[src/rtl/pic_bus_if.sv]
// Host-side 8259A bus bundle: PIC pins plus the CPU-side control and vector handshake.
interface pic_bus_if;
    logic       start;
    logic       busy;
    logic       init_done;
    logic       cs;
    logic       wr;
    logic       rd;
    logic       a0;
    logic [7:0] d_out;
    logic       d_oe;
    logic [7:0] d_in;
    logic       intr;
    logic       inta;
    logic       vec_valid;
    logic [7:0] vec;
    logic       vec_ready;

    modport master (
        input  start, d_in, intr, vec_ready,
        output busy, init_done, cs, wr, rd, a0, d_out, d_oe, inta, vec_valid, vec
    );

    modport slave (
        output start, d_in, intr, vec_ready,
        input  busy, init_done, cs, wr, rd, a0, d_out, d_oe, inta, vec_valid, vec
    );
endinterface

[src/rtl/pic_bus_sequencer.sv]
// Drives the 8259A bus: ICW1/ICW2/ICW4/OCW1 init, two-pulse INTA acknowledge,
// vector hand-off to the CPU and a non-specific EOI after each accepted vector.
module pic_bus_sequencer #(
    parameter logic [7:0]  ICW1_VAL  = 8'h13,
    parameter logic [7:0]  ICW2_VAL  = 8'hA8,
    parameter logic [7:0]  ICW4_VAL  = 8'h01,
    parameter logic [7:0]  OCW1_VAL  = 8'h00,
    parameter logic [7:0]  EOI_VAL   = 8'h20,
    parameter int unsigned PULSE_CYC = 4,
    parameter int unsigned GAP_CYC   = 4
) (
    input  logic          clk,
    input  logic          rst_n,
    pic_bus_if.master     bus
);
    localparam int unsigned CNT_MAX = (PULSE_CYC > GAP_CYC) ? PULSE_CYC : GAP_CYC;
    localparam int unsigned CNT_W   = $clog2(CNT_MAX + 1);
    localparam logic [CNT_W-1:0] PULSE_LD = CNT_W'(PULSE_CYC - 1);
    localparam logic [CNT_W-1:0] GAP_LD   = CNT_W'(GAP_CYC - 1);

    typedef enum logic [3:0] {
        S_IDLE, S_W_SETUP, S_W_STROBE, S_W_GAP, S_READY,
        S_ACK1_LO, S_ACK1_HI, S_ACK2_LO, S_VEC_WAIT
    } state_t;

    state_t           state;
    logic [CNT_W-1:0] cnt;
    logic [1:0]       idx;
    logic             is_eoi;
    logic [1:0]       int_sync;
    logic             int_s;

    assign int_s  = int_sync[1];
    assign bus.rd = 1'b1;

    function automatic logic [7:0] init_byte(input logic [1:0] i);
        case (i)
            2'd0:    return ICW1_VAL;
            2'd1:    return ICW2_VAL;
            2'd2:    return ICW4_VAL;
            default: return OCW1_VAL;
        endcase
    endfunction

    // Two-flop synchroniser for the asynchronous PIC INT line
    always_ff @(posedge clk or negedge rst_n) begin
        if (!rst_n) int_sync <= 2'b00;
        else        int_sync <= {int_sync[0], bus.intr};
    end

    always_ff @(posedge clk or negedge rst_n) begin
        if (!rst_n) begin
            state         <= S_IDLE;
            cnt           <= '0;
            idx           <= 2'd0;
            is_eoi        <= 1'b0;
            bus.busy      <= 1'b0;
            bus.init_done <= 1'b0;
            bus.cs        <= 1'b1;
            bus.wr        <= 1'b1;
            bus.a0        <= 1'b0;
            bus.d_out     <= 8'h00;
            bus.d_oe      <= 1'b0;
            bus.inta      <= 1'b1;
            bus.vec_valid <= 1'b0;
            bus.vec       <= 8'h00;
        end else begin
            case (state)
                S_IDLE, S_READY: begin
                    // START outranks a pending interrupt; interrupts only count once initialised
                    if (bus.start) begin
                        state         <= S_W_SETUP;
                        idx           <= 2'd0;
                        is_eoi        <= 1'b0;
                        bus.init_done <= 1'b0;
                        bus.busy      <= 1'b1;
                        bus.cs        <= 1'b0;
                        bus.wr        <= 1'b1;
                        bus.a0        <= 1'b0;
                        bus.d_out     <= init_byte(2'd0);
                        bus.d_oe      <= 1'b1;
                    end else if (state == S_READY && int_s) begin
                        state    <= S_ACK1_LO;
                        cnt      <= PULSE_LD;
                        bus.busy <= 1'b1;
                        bus.inta <= 1'b0;
                    end
                end
                S_W_SETUP: begin
                    state  <= S_W_STROBE;
                    cnt    <= PULSE_LD;
                    bus.wr <= 1'b0;
                end
                S_W_STROBE: begin
                    if (cnt == '0) begin
                        state  <= S_W_GAP;
                        cnt    <= GAP_LD;
                        bus.wr <= 1'b1;
                    end else begin
                        cnt <= cnt - 1'b1;
                    end
                end
                S_W_GAP: begin
                    // Address and data are held through the gap, then the next write or release
                    if (cnt != '0) begin
                        cnt <= cnt - 1'b1;
                    end else if (!is_eoi && idx != 2'd3) begin
                        state     <= S_W_SETUP;
                        idx       <= idx + 2'd1;
                        bus.a0    <= 1'b1;
                        bus.d_out <= init_byte(idx + 2'd1);
                    end else begin
                        state    <= S_READY;
                        bus.busy <= 1'b0;
                        bus.cs   <= 1'b1;
                        bus.d_oe <= 1'b0;
                        if (!is_eoi) bus.init_done <= 1'b1;
                    end
                end
                S_ACK1_LO: begin
                    if (cnt == '0) begin
                        state    <= S_ACK1_HI;
                        cnt      <= GAP_LD;
                        bus.inta <= 1'b1;
                    end else begin
                        cnt <= cnt - 1'b1;
                    end
                end
                S_ACK1_HI: begin
                    if (cnt == '0) begin
                        state    <= S_ACK2_LO;
                        cnt      <= PULSE_LD;
                        bus.inta <= 1'b0;
                    end else begin
                        cnt <= cnt - 1'b1;
                    end
                end
                S_ACK2_LO: begin
                    if (cnt == '0) begin
                        state         <= S_VEC_WAIT;
                        bus.inta      <= 1'b1;
                        bus.vec       <= bus.d_in;
                        bus.vec_valid <= 1'b1;
                    end else begin
                        cnt <= cnt - 1'b1;
                    end
                end
                S_VEC_WAIT: begin
                    if (bus.vec_valid && bus.vec_ready) begin
                        state         <= S_W_SETUP;
                        is_eoi        <= 1'b1;
                        bus.vec_valid <= 1'b0;
                        bus.cs        <= 1'b0;
                        bus.wr        <= 1'b1;
                        bus.a0        <= 1'b0;
                        bus.d_out     <= EOI_VAL;
                        bus.d_oe      <= 1'b1;
                    end
                end
                default: begin
                    state    <= S_IDLE;
                    bus.busy <= 1'b0;
                end
            endcase
        end
    end
endmodule

[src/flat_wrapper.sv]
// flat-port wrapper written by rule: the top's interface ports become plain ports
module pic_bus_sequencer_flat 
#(
    parameter logic [7:0]  ICW1_VAL  = 8'h13,
    parameter logic [7:0]  ICW2_VAL  = 8'hA8,
    parameter logic [7:0]  ICW4_VAL  = 8'h01,
    parameter logic [7:0]  OCW1_VAL  = 8'h00,
    parameter logic [7:0]  EOI_VAL   = 8'h20,
    parameter int unsigned PULSE_CYC = 4,
    parameter int unsigned GAP_CYC   = 4
)
  (clk, rst_n, bus_start, bus_d_in, bus_intr, bus_vec_ready, bus_busy, bus_init_done, bus_cs, bus_wr, bus_rd, bus_a0, bus_d_out, bus_d_oe, bus_inta, bus_vec_valid, bus_vec);
  pic_bus_if bus_i ();
  input  logic clk;
  input  logic rst_n;
  input wire logic [$bits(bus_i.start)-1:0] bus_start;
  input wire logic [$bits(bus_i.d_in)-1:0] bus_d_in;
  input wire logic [$bits(bus_i.intr)-1:0] bus_intr;
  input wire logic [$bits(bus_i.vec_ready)-1:0] bus_vec_ready;
  output wire logic [$bits(bus_i.busy)-1:0] bus_busy;
  output wire logic [$bits(bus_i.init_done)-1:0] bus_init_done;
  output wire logic [$bits(bus_i.cs)-1:0] bus_cs;
  output wire logic [$bits(bus_i.wr)-1:0] bus_wr;
  output wire logic [$bits(bus_i.rd)-1:0] bus_rd;
  output wire logic [$bits(bus_i.a0)-1:0] bus_a0;
  output wire logic [$bits(bus_i.d_out)-1:0] bus_d_out;
  output wire logic [$bits(bus_i.d_oe)-1:0] bus_d_oe;
  output wire logic [$bits(bus_i.inta)-1:0] bus_inta;
  output wire logic [$bits(bus_i.vec_valid)-1:0] bus_vec_valid;
  output wire logic [$bits(bus_i.vec)-1:0] bus_vec;
  assign bus_i.start = bus_start;
  assign bus_i.d_in = bus_d_in;
  assign bus_i.intr = bus_intr;
  assign bus_i.vec_ready = bus_vec_ready;
  assign bus_busy = bus_i.busy;
  assign bus_init_done = bus_i.init_done;
  assign bus_cs = bus_i.cs;
  assign bus_wr = bus_i.wr;
  assign bus_rd = bus_i.rd;
  assign bus_a0 = bus_i.a0;
  assign bus_d_out = bus_i.d_out;
  assign bus_d_oe = bus_i.d_oe;
  assign bus_inta = bus_i.inta;
  assign bus_vec_valid = bus_i.vec_valid;
  assign bus_vec = bus_i.vec;
  pic_bus_sequencer #(.ICW1_VAL(ICW1_VAL), .ICW2_VAL(ICW2_VAL), .ICW4_VAL(ICW4_VAL), .OCW1_VAL(OCW1_VAL), .EOI_VAL(EOI_VAL), .PULSE_CYC(PULSE_CYC), .GAP_CYC(GAP_CYC)) u_core (.clk(clk), .rst_n(rst_n), .bus(bus_i));
endmodule
[config.mk]
export PLATFORM = sky130hd
export DESIGN_NAME = pic_bus_sequencer_flat
export DESIGN_NICKNAME = d
export VERILOG_FILES = /design/src/rtl/pic_bus_if.sv /design/src/rtl/pic_bus_sequencer.sv /design/src/flat_wrapper.sv
export SDC_FILE = /design/constraint.sdc
export NUM_CORES = 1
export LEC_CHECK = 0
export CORE_AREA = 2 2 62 64
export CTS_CLUSTER_SIZE = 20
export DETAILED_ROUTE_END_ITERATION = 10
export DIE_AREA = 0 0 64 66
export GPL_ROUTABILITY_DRIVEN = 0
export GPL_TIMING_DRIVEN = 0
export PLACE_DENSITY = 0.79
export RECOVER_POWER = 100
export SETUP_SLACK_MARGIN = 0.3
export SYNTH_ARGS = -nofsm -noshare
export SYNTH_HDL_FRONTEND = slang
export SYNTH_SLANG_ARGS = --single-unit
[constraint.sdc]
create_clock -name clk -period 2 [get_ports clk]
set_input_delay 0.5 -clock clk [delete_from_list [all_inputs] [get_ports clk]]
set_output_delay 0.5 -clock clk [all_outputs]
set_load 0.03 [all_outputs]
==> flow_metrics.env, run 1 <==
export IMPL_syn_area_um2=1690
export IMPL_initial_core_util_pct=47.5
export IMPL_finalMaxSlewViolations=33
export IMPL_synthFlopType="dfrtp_1"
export IMPL_worst_path_max_delay_cell="clkdlybuf4s50_1"
export IMPL_grt_first_pass_wirelength_mm=7.55
export IMPL_ys_seq_area_share_pct=47.7
export IMPL_max_stage_delay_ps=460
export IMPL_hold_ws_ps=357
export IMPL_worstReg2RegEnd="u_core.bus.a0"
export IMPL_cellPowerDensity_nw_per_um2=1550
export IMPL_hp_start="u_core.int_sync[0]"
export IMPL_track_usage_pct=23.6
export IMPL_relSlewSlack_pct=-12.9
export IMPL_clk_pin_slew_ps=100
export IMPL_clkLatencyLatePin_ps=350
export IMPL_hpwl_mm=2.61
export IMPL_num_vias=1468
export IMPL_grt_overflow=0
export IMPL_finalSetupViolations=0
export IMPL_vias_per_cell=5.34
export IMPL_synth_edf_count=0
export IMPL_drive_gt1_share_pct=38.8
export IMPL_end_kind="register"
export IMPL_cts_made_buffers=5
export IMPL_clockRootBuffer="clkbuf_4"
export IMPL_clock_skew_ps=9.80
export IMPL_cts_tree="yes"
export IMPL_diodes=0
export IMPL_dp_slack_ps=-386
export IMPL_drc=0
export IMPL_grt_pass1_vias=1553
export IMPL_drt_iter0_drc=89
export IMPL_r2r_cells=7
export IMPL_htree_levels=2
export IMPL_post_drt_wl_per_cell_um=16.6
export IMPL_yosys_area_share_simple_pct=15.4
export IMPL_worst_slack_ps=74.2
export IMPL_maxClockFrequency_ghz=0.519
export IMPL_rows=22
export IMPL_area_growth_pct=49.6
export IMPL_rsz0062_at_grt="yes"
export IMPL_synth_distinct_cells=50
export IMPL_start_kind="input port"
export IMPL_grt_max_degree=33
export IMPL_fin_util_pct=71.0
export IMPL_die_w_um=64
export IMPL_postRouteAntennaNets=0
export IMPL_synthArstFlopShare_pct=100
export IMPL_die_y_um=66
export IMPL_finalPower_w=0.00392
export IMPL_synthMuxAreaShare_pct=8.98
export IMPL_ys_seq_elements=32
export IMPL_worst_pin_slew_ps=1690
export IMPL_worst_r2r_startpoint="u_core.state[0]"
export IMPL_fill_cells=274
export IMPL_crit_buf_inv=2
export IMPL_cp_top_family="simple AND/OR/NAND/NOR gates"
export IMPL_io_buffers=34
export IMPL_synth_warnings=0
export IMPL_path_max_fanout=4
export IMPL_synth_xor_area_share_pct=1.04
export IMPL_finalCriticalPeriod_ps=1930
export IMPL_synthCells=162
export IMPL_clock_sinks=32
export IMPL_holdPathEnd="u_core.int_sync[1]"
export IMPL_crit_type="input port to register"
export IMPL_required_ps=2230
export IMPL_grt_antenna_before_repair=0
export IMPL_die_area_um2=4220
export IMPL_avgSynthCellArea_um2=10.4
export IMPL_p_leak_nw=1.16
export IMPL_path_cells="clkdlybuf4s50_1, nand2_1, nor3_4, a21oi_1, or3_1, buf_6, mux2_4"
export IMPL_nets=244
export IMPL_rrSetupSlack_ps=110
export IMPL_hp_class="register to register"
export IMPL_synth_compound_area_share_pct=14.6
export IMPL_min_path_cells=0
export IMPL_clockBufferDepth=2
export IMPL_ir_drop_uv=712
export IMPL_ios=38
export IMPL_synth_top_family_by_area="simple AND/OR/NAND/NOR gates"
export IMPL_max_cap_viol_count=1
export IMPL_finalCritPeriodShare_pct=96.3
export IMPL_drtPass1Iterations=4
export IMPL_status="complete, but fails checks"
export IMPL_synthAdderAreaFrac_pct=3.71
export IMPL_cp_arrival_ps=2160
export IMPL_hold_viol=0
export IMPL_postRouteWirelength_mm=4.57
export IMPL_core_area_um2=3550
export IMPL_violations="max-capacitance violations, max-slew violations"
-- worst register-to-register path: cells and delay by family (launching register included) --
family | cells | cell delay (ps)
buffers and inverters | 2 | 280
AND/OR/NAND/NOR | 3 | 740
multiplexers | 1 | 300
flip-flops | 1 | 390
AO/OA/AOI/OAI | 1 | 80
-- timing repair --
| action | CTS | global route |
|---|---|---|
| buffers inserted | 20 | 1 |
| gates cloned | 1 | 0 |
| resized for setup | 69 | 40 |
| setup endpoints to repair | 74 | 33 |
| pin swaps | 8 | 12 |
| hold buffers | 0 | 0 |
-- power breakdown --
group / internal [W] / total, W / switching, W
Combinational: 0.00115 / 0.00248 / 0.00133
Clock: 0.000207 / 0.000433 / 0.000226
Sequential: 0.000874 / 0.00100 / 0.000128
Total: 0.00223 / 0.00392 / 0.00169
-- cell usage after synthesis, types with 4 or more instances --
| master | number | area, um^2 |
|---|---|---|
| a21oi_1 | 11 | 55.1 |
| buf_2 | 4 | 20.0 |
| buf_4 | 5 | 37.5 |
| dfrtp_1 | 29 | 726 |
| ha_1 | 5 | 62.6 |
| inv_1 | 8 | 30.0 |
| mux2_2 | 8 | 90.1 |
| nand2_1 | 11 | 41.3 |
| nand2b_1 | 5 | 31.3 |
| nor2_1 | 5 | 18.8 |
| o21ai_0 | 9 | 45.0 |
| o21ai_1 | 4 | 20.0 |
-- per-stage QoR --
step	cells	setup TNS, ps	cell area (um^2)
floorplan	163	0	1700
finish	275	0	2520
CTS	274	0	2460
detailed placement	245	-7420	2100
global placement	245	-5840	2100
global route	275	0	2520
-- cells by family after synthesis --
kind of cell	Yosys count
AND/OR/NAND/NOR	44
adder cells (fa/ha/maj)	5
AO/OA/AOI/OAI	40
flip-flops	32
multiplexers	13
XOR/XNOR	2
other	2
buffers and inverters	24
-- area by class of cell --
type	count	area, um^2	share of cell area (%)
well taps	48	60.1	2.38
plain buffers	15	125	4.96
repair buffers	56	464	18.4
inverters	9	33.8	1.34
flip-flops and latches	32	805	31.9
multi-input cells	107	966	38.3
clock buffers	8	68.8	2.73
-- cell usage in the layout (no fill, tap or decap), types with 7 or more instances in the layout --
master           instances
clkbuf_1                 7
dlygate4sd2_1           18
clkbuf_4                 7
buf_4                   25
nand2_1                 11
a21oi_1                 10
clkdlybuf4s50_1          9
dfrtp_1                 29
buf_6                    9
mux2_4                  11
-- sequential cells by signal (all words and copies together), names as in the netlist, 2 cells and up --
name	cells
u_core.bus.vec	8
u_core.bus.d_out	4
u_core.state	4
u_core.cnt	3
u_core.idx	2
u_core.int_sync	2
-- worst max path at each step --
stage / start / end / slack [ps] / cells past startpoint
final: bus_vec_ready / u_core.bus.a0 / 70 / 7
after global routing: bus_vec_ready / u_core.bus.a0 / 40 / 7
after CTS: u_core.state[3] / u_core.state[0] / 140 / 5
after detailed placement: bus_start / u_core.state[0] / -390 / 5
after global placement: bus_start / u_core.state[0] / -370 / 5
after floorplan: u_core.state[0] / u_core.state[0] / 220 / 6
-- metal layers --
metal / track usage [%] / up-vias / routed length (um)
li1: - / 688 / -
met2: 40.9 / 45 / 2360
met3: 7.67 / 11 / 229
met5: 0 / - / 0
met1: 27.3 / 724 / 1900
met4: 8.42 / 0 / 76
No activity file was read; power rests on OpenSTA's default activity.
==> inputs of run 2 (changes only) <==
--- a/config.mk
+++ b/config.mk
@@ -13,6 +13,7 @@
 export GPL_TIMING_DRIVEN = 0
 export PLACE_DENSITY = 0.79
 export RECOVER_POWER = 100
+export REMOVE_ABC_BUFFERS = 1
 export SETUP_SLACK_MARGIN = 0.3
 export SYNTH_ARGS = -nofsm -noshare
 export SYNTH_HDL_FRONTEND = slang
==> flow_metrics.env, run 2 (same netlist as run 1, synthesis figures left out) <==
export IMPL_status="complete, no violations"
export IMPL_core_area_um2=3550
export IMPL_placedCellCount=230
export IMPL_maxClockFrequency_ghz=0.528
export IMPL_initial_core_util_pct=47.5
export IMPL_required_ps=2250
export IMPL_largest_reg_flops=8
export IMPL_grt_pass1_vias=1660
export IMPL_p_leak_nw=1.19
export IMPL_crit_type="register to register"
export IMPL_finalSetupViolations=0
export IMPL_clkLatencyLatePin_ps=350
export IMPL_postRouteAntennaNets=0
export IMPL_finalCritPeriodShare_pct=94.7
export IMPL_drt_iter0_drc=183
export IMPL_rsz0062_at_grt="yes"
export IMPL_area_growth_pct=54.5
export IMPL_cp_arrival_ps=2150
export IMPL_ios=38
export IMPL_clock_sinks=32
export IMPL_die_w_um=64
export IMPL_worst_path_max_delay_cell="dfrtp_1"
export IMPL_worst_pin_slew_ps=712
export IMPL_die_y_um=66
export IMPL_die_area_um2=4220
export IMPL_fin_util_pct=73.4
export IMPL_io_buffers=34
export IMPL_dp_slack_ps=-847
export IMPL_setup_tns_ps=0
export IMPL_grt_antenna_before_repair=0
export IMPL_grt_overflow=0
export IMPL_num_vias=1664
export IMPL_grt_first_pass_wirelength_mm=8.28
export IMPL_clock_skew_ps=5.29
export IMPL_worst_slack_ps=106
export IMPL_grt_max_degree=33
export IMPL_track_usage_pct=25.9
export IMPL_vias_per_cell=5.90
export IMPL_top_regs="u_core.bus.vec x8, u_core.bus.d_out x4, u_core.state x4"
export IMPL_final_cell_mix="buf_4, dfrtp_1, dlygate4sd2_1, nand2_1, clkdlybuf4s50_1"
export IMPL_clockBufferDepth=2
export IMPL_nets=251
export IMPL_hpwl_mm=2.38
export IMPL_post_drt_wl_per_cell_um=20.8
export IMPL_htree_levels=2
export IMPL_layout_commonest_cell="buf_4"
export IMPL_cts_made_buffers=5
export IMPL_ir_drop_uv=808
export IMPL_drive_gt1_share_pct=43.6
export IMPL_finalCriticalPeriod_ps=1890
export IMPL_start_kind="register"
export IMPL_fill_cells=212
export IMPL_end_kind="register"
export IMPL_max_cap_viol_count=0
export IMPL_final_cells=282
export IMPL_clk_pin_slew_ps=100
export IMPL_hp_class="input port to async pin"
export IMPL_diodes=0
export IMPL_cellPowerDensity_nw_per_um2=1630
export IMPL_rows=22
export IMPL_cts_tree="yes"
export IMPL_relSlewSlack_pct=52.5
export IMPL_clockRootBuffer="clkbuf_4"
export IMPL_max_stage_delay_ps=530
export IMPL_cts_hold_buf=0
export IMPL_largest_register="u_core.bus.vec"
export IMPL_path_cells="buf_6, buf_4, nand2_1, o21ai_2, a21oi_2, or3_4, mux2_4"
export IMPL_path_max_fanout=6
export IMPL_finalPower_w=0.00424
export IMPL_finalMaxSlewViolations=0
export IMPL_drc=0
export IMPL_drtPass1Iterations=5
export IMPL_hold_viol=0
export IMPL_postRouteWirelength_mm=5.87
==> run 2: final timing paths <==
check                                   start                  to  slack [ps]  cells past startpoint
setup / recovery              u_core.state[0]       u_core.bus.a0         110                      7
hold reg to reg            u_core.int_sync[0]  u_core.int_sync[1]         370                      0
max in group asynchronous               rst_n     u_core.state[3]        1320                      1
min in group clk           u_core.int_sync[0]  u_core.int_sync[1]         370                      0
setup reg to reg              u_core.state[0]       u_core.bus.a0         110                      7
hold / removal                          rst_n     u_core.bus.busy         180                      1
==> run 2: metrics by stage <==
step	instance area, um^2	hold WS (ps)
2_1_floorplan	1590	204
6_report	2610	183
4_1_cts	2450	358
5_1_grt	2610	233
3_3_place_gp	1990	333
3_5_place_dp	1990	338
==> run 2: power by group <==
part           leakage [nW]  internal, W  switching [W]
Combinational         0.763      0.00128        0.00142
Clock                0.0386     0.000207       0.000240
Sequential            0.389     0.000877       0.000216
Total                  1.19      0.00237        0.00187
==> run 2: layer usage <==
metal / up-vias / wire [um] / GRT usage [%]
li1: 705 / - / -
met1: 783 / 2170 / 29.4
met2: 138 / 2850 / 41.9
met3: 38 / 555 / 9.20
met4: 0 / 295 / 15.2
met5: - / 0 / 0
==> run 2: layout make-up <==
class | instances | area (um^2) | area share [%]
tap | 48 | 60.1 | 2.30
sequential | 32 | 808 | 31.0
multi-input combinational | 107 | 992 | 38.1
inverter | 9 | 33.8 | 1.30
clock buffer | 8 | 68.8 | 2.64
timing repair buffer | 78 | 643 | 24.7
==> run 2: repair_timing <==
item                                    4_1_cts  5_1_grt
setup buffers                                35        9
endpoints found under the setup margin       79       31
resized for setup                            67       35
pin swaps                                    11        5
==> run 2: critical path, delay by kind of cell (launching register included) <==
family                 cells  cell delay (ps)
buffers and inverters      2              280
muxes                      1              310
AOI/OAI and AO/OA          2              220
and+or+nand+nor            2              460
DFF                        1              530
==> inputs of run 3 (changes only) <==
--- a/config.mk
+++ b/config.mk
@@ -5,12 +5,12 @@
 export SDC_FILE = /design/constraint.sdc
 export NUM_CORES = 1
 export LEC_CHECK = 0
+export CAP_MARGIN = 30
 export CORE_AREA = 2 2 62 64
 export CTS_CLUSTER_SIZE = 20
 export DETAILED_ROUTE_END_ITERATION = 10
 export DIE_AREA = 0 0 64 66
 export GPL_ROUTABILITY_DRIVEN = 0
-export GPL_TIMING_DRIVEN = 0
 export PLACE_DENSITY = 0.79
 export RECOVER_POWER = 100
 export REMOVE_ABC_BUFFERS = 1
==> flow_metrics.env, run 3 (same netlist as run 1, synthesis figures left out) <==
export IMPL_ir_drop_uv=711
export IMPL_grt_first_pass_wirelength_mm=7.56
export IMPL_track_usage_pct=23.6
export IMPL_switching_share_pct=43.9
export IMPL_hold_ws_ps=348
export IMPL_cts_made_buffers=5
export IMPL_fill_cells=229
export IMPL_max_stage_delay_ps=510
export IMPL_die_y_um=66
export IMPL_layout_commonest_cell="dfrtp_1"
export IMPL_top_regs="u_core.bus.vec x8, u_core.bus.d_out x4, u_core.state x4"
export IMPL_finalCritPeriodShare_pct=94.1
export IMPL_area_growth_pct=47.9
export IMPL_grt_antenna_before_repair=0
export IMPL_max_cap_viol_count=0
export IMPL_status="complete, no violations"
export IMPL_largest_register="u_core.bus.vec"
export IMPL_final_area_um2=2490
export IMPL_grt_overflow=0
export IMPL_diodes=0
export IMPL_io_buffers=34
export IMPL_pwr_share_seq_pct=28.0
export IMPL_finalCriticalPeriod_ps=1880
export IMPL_vias_per_cell=5.83
export IMPL_ios=38
export IMPL_drive_gt1_share_pct=37.1
export IMPL_rsz0062_at_grt="yes"
export IMPL_power_switching_w=0.00172
export IMPL_grt_max_degree=33
export IMPL_drt_iter0_drc=72
export IMPL_ff_latch_area_um2=811
export IMPL_initial_core_util_pct=47.5
export IMPL_fin_util_pct=70.3
export IMPL_p_int_w=0.00220
export IMPL_clkPwrFrac_pct=10.8
export IMPL_die_w_um=64
export IMPL_drc=0
export IMPL_hpwl_mm=2.64
export IMPL_required_ps=2240
export IMPL_drtPass1Iterations=4
export IMPL_worst_path_max_delay_cell="dfrtp_1"
export IMPL_postRouteAntennaNets=0
export IMPL_hold_viol=0
export IMPL_postRouteWirelength_mm=5.16
export IMPL_finalPower_w=0.00392
export IMPL_pwr_share_comb_pct=61.2
export IMPL_finalSetupViolations=0
export IMPL_crit_type="register to register"
export IMPL_end_kind="register"
export IMPL_relSlewSlack_pct=48.6
export IMPL_die_area_um2=4220
export IMPL_path_max_fanout=7
export IMPL_path_cells="buf_4, nor4_2, a22o_1, or3b_4, mux2_4"
export IMPL_grt_pass1_vias=1612
export IMPL_core_area_um2=3550
export IMPL_p_leak_nw=1.13
export IMPL_finalMaxSlewViolations=0
export IMPL_rrSetupSlack_ps=120
export IMPL_placed_cell_area_um2=2100
export IMPL_num_vias=1567
export IMPL_maxClockFrequency_ghz=0.531
export IMPL_hp_class="register to register"
export IMPL_start_kind="register"
export IMPL_clock_sinks=32
export IMPL_clk_pin_slew_ps=110
export IMPL_nets=239
export IMPL_post_drt_wl_per_cell_um=19.2
export IMPL_clockBufferDepth=2
export IMPL_worst_pin_slew_ps=771
export IMPL_cellPowerDensity_nw_per_um2=1570
export IMPL_clkLatencyLatePin_ps=340
export IMPL_clock_skew_ps=21.3
export IMPL_htree_levels=2
export IMPL_final_cell_mix="dfrtp_1, buf_4, dlygate4sd2_1, nand2_1"
export IMPL_multiInputGateArea_um2=975
export IMPL_rows=22
export IMPL_cts_tree="yes"
export IMPL_clockRootBuffer="clkbuf_4"
export IMPL_largest_reg_flops=8
export IMPL_cp_arrival_ps=2120
run 3: layout make-up:
| type | instances | area share [%] |
|---|---|---|
| Timing Repair Buffer | 66 | 22.1 |
| Multi-Input combinational cell | 107 | 39.1 |
| Sequential cell | 32 | 32.5 |
| Tap cell | 48 | 2.41 |
| Inverter | 9 | 1.35 |
| Clock buffer | 7 | 2.61 |
run 3: final timing paths:
path	startpoint	endpoint	cells past startpoint
max	u_core.state[0]	u_core.state[0]	5
min	u_core.int_sync[0]	u_core.int_sync[1]	0
max reg2reg	u_core.state[0]	u_core.state[0]	5
min reg2reg	u_core.int_sync[0]	u_core.int_sync[1]	0
max in group asynchronous	rst_n	u_core.state[3]	2
min in group asynchronous	rst_n	u_core.state[1]	2
run 3: worst max-delay path: cells and delay by family, from the launching register on:
kind | cells | cell delay [ps]
flops | 1 | 510
compound gates | 1 | 220
mux | 1 | 310
simple gates | 2 | 510
buf+inv | 1 | 230
run 3: per-layer routing:
| layer | share of wire, % | up-vias | global-route usage, % | wire [um] |
|---|---|---|---|---|
| li1 | - | 681 | - | - |
| met2 | 50 | 104 | 42.2 | 2590 |
| met4 | 4.0 | 0 | 11.4 | 204 |
| met1 | 38 | 755 | 25.3 | 1980 |
| met3 | 7.5 | 27 | 7.33 | 387 |
| met5 | 0 | - | 0 | 0 |
run 3: repair_timing:
| action | CTS | global route |
|---|---|---|
| pin swaps | 11 | 9 |
| cloned | 1 | 0 |
| buffers inserted | 11 | 5 |
| gates resized for setup | 61 | 34 |
| hold buffers | 0 | 0 |
| endpoints found under the setup margin | 47 | 30 |
run 3: power groups by stage:
stage          sequential (W)  combinational, W  clock (W)
2_1_floorplan         0.00136          0.000828          0
3_3_place_gp          0.00107           0.00178          0
3_5_place_dp          0.00108           0.00184          0
4_1_cts               0.00107           0.00210   0.000425
5_1_grt               0.00112           0.00254   0.000458
6_report              0.00110           0.00240   0.000425
run 3: through the flow:
stage / setup TNS [ps] / worst slack [ps] / instances
6_report: 0 / 118 / 269
2_1_floorplan: -2810 / -313 / 148
3_5_place_dp: -1440 / -187 / 245
5_1_grt: 0 / 78.7 / 269
3_3_place_gp: -884 / -159 / 245
4_1_cts: 0 / 166 / 264
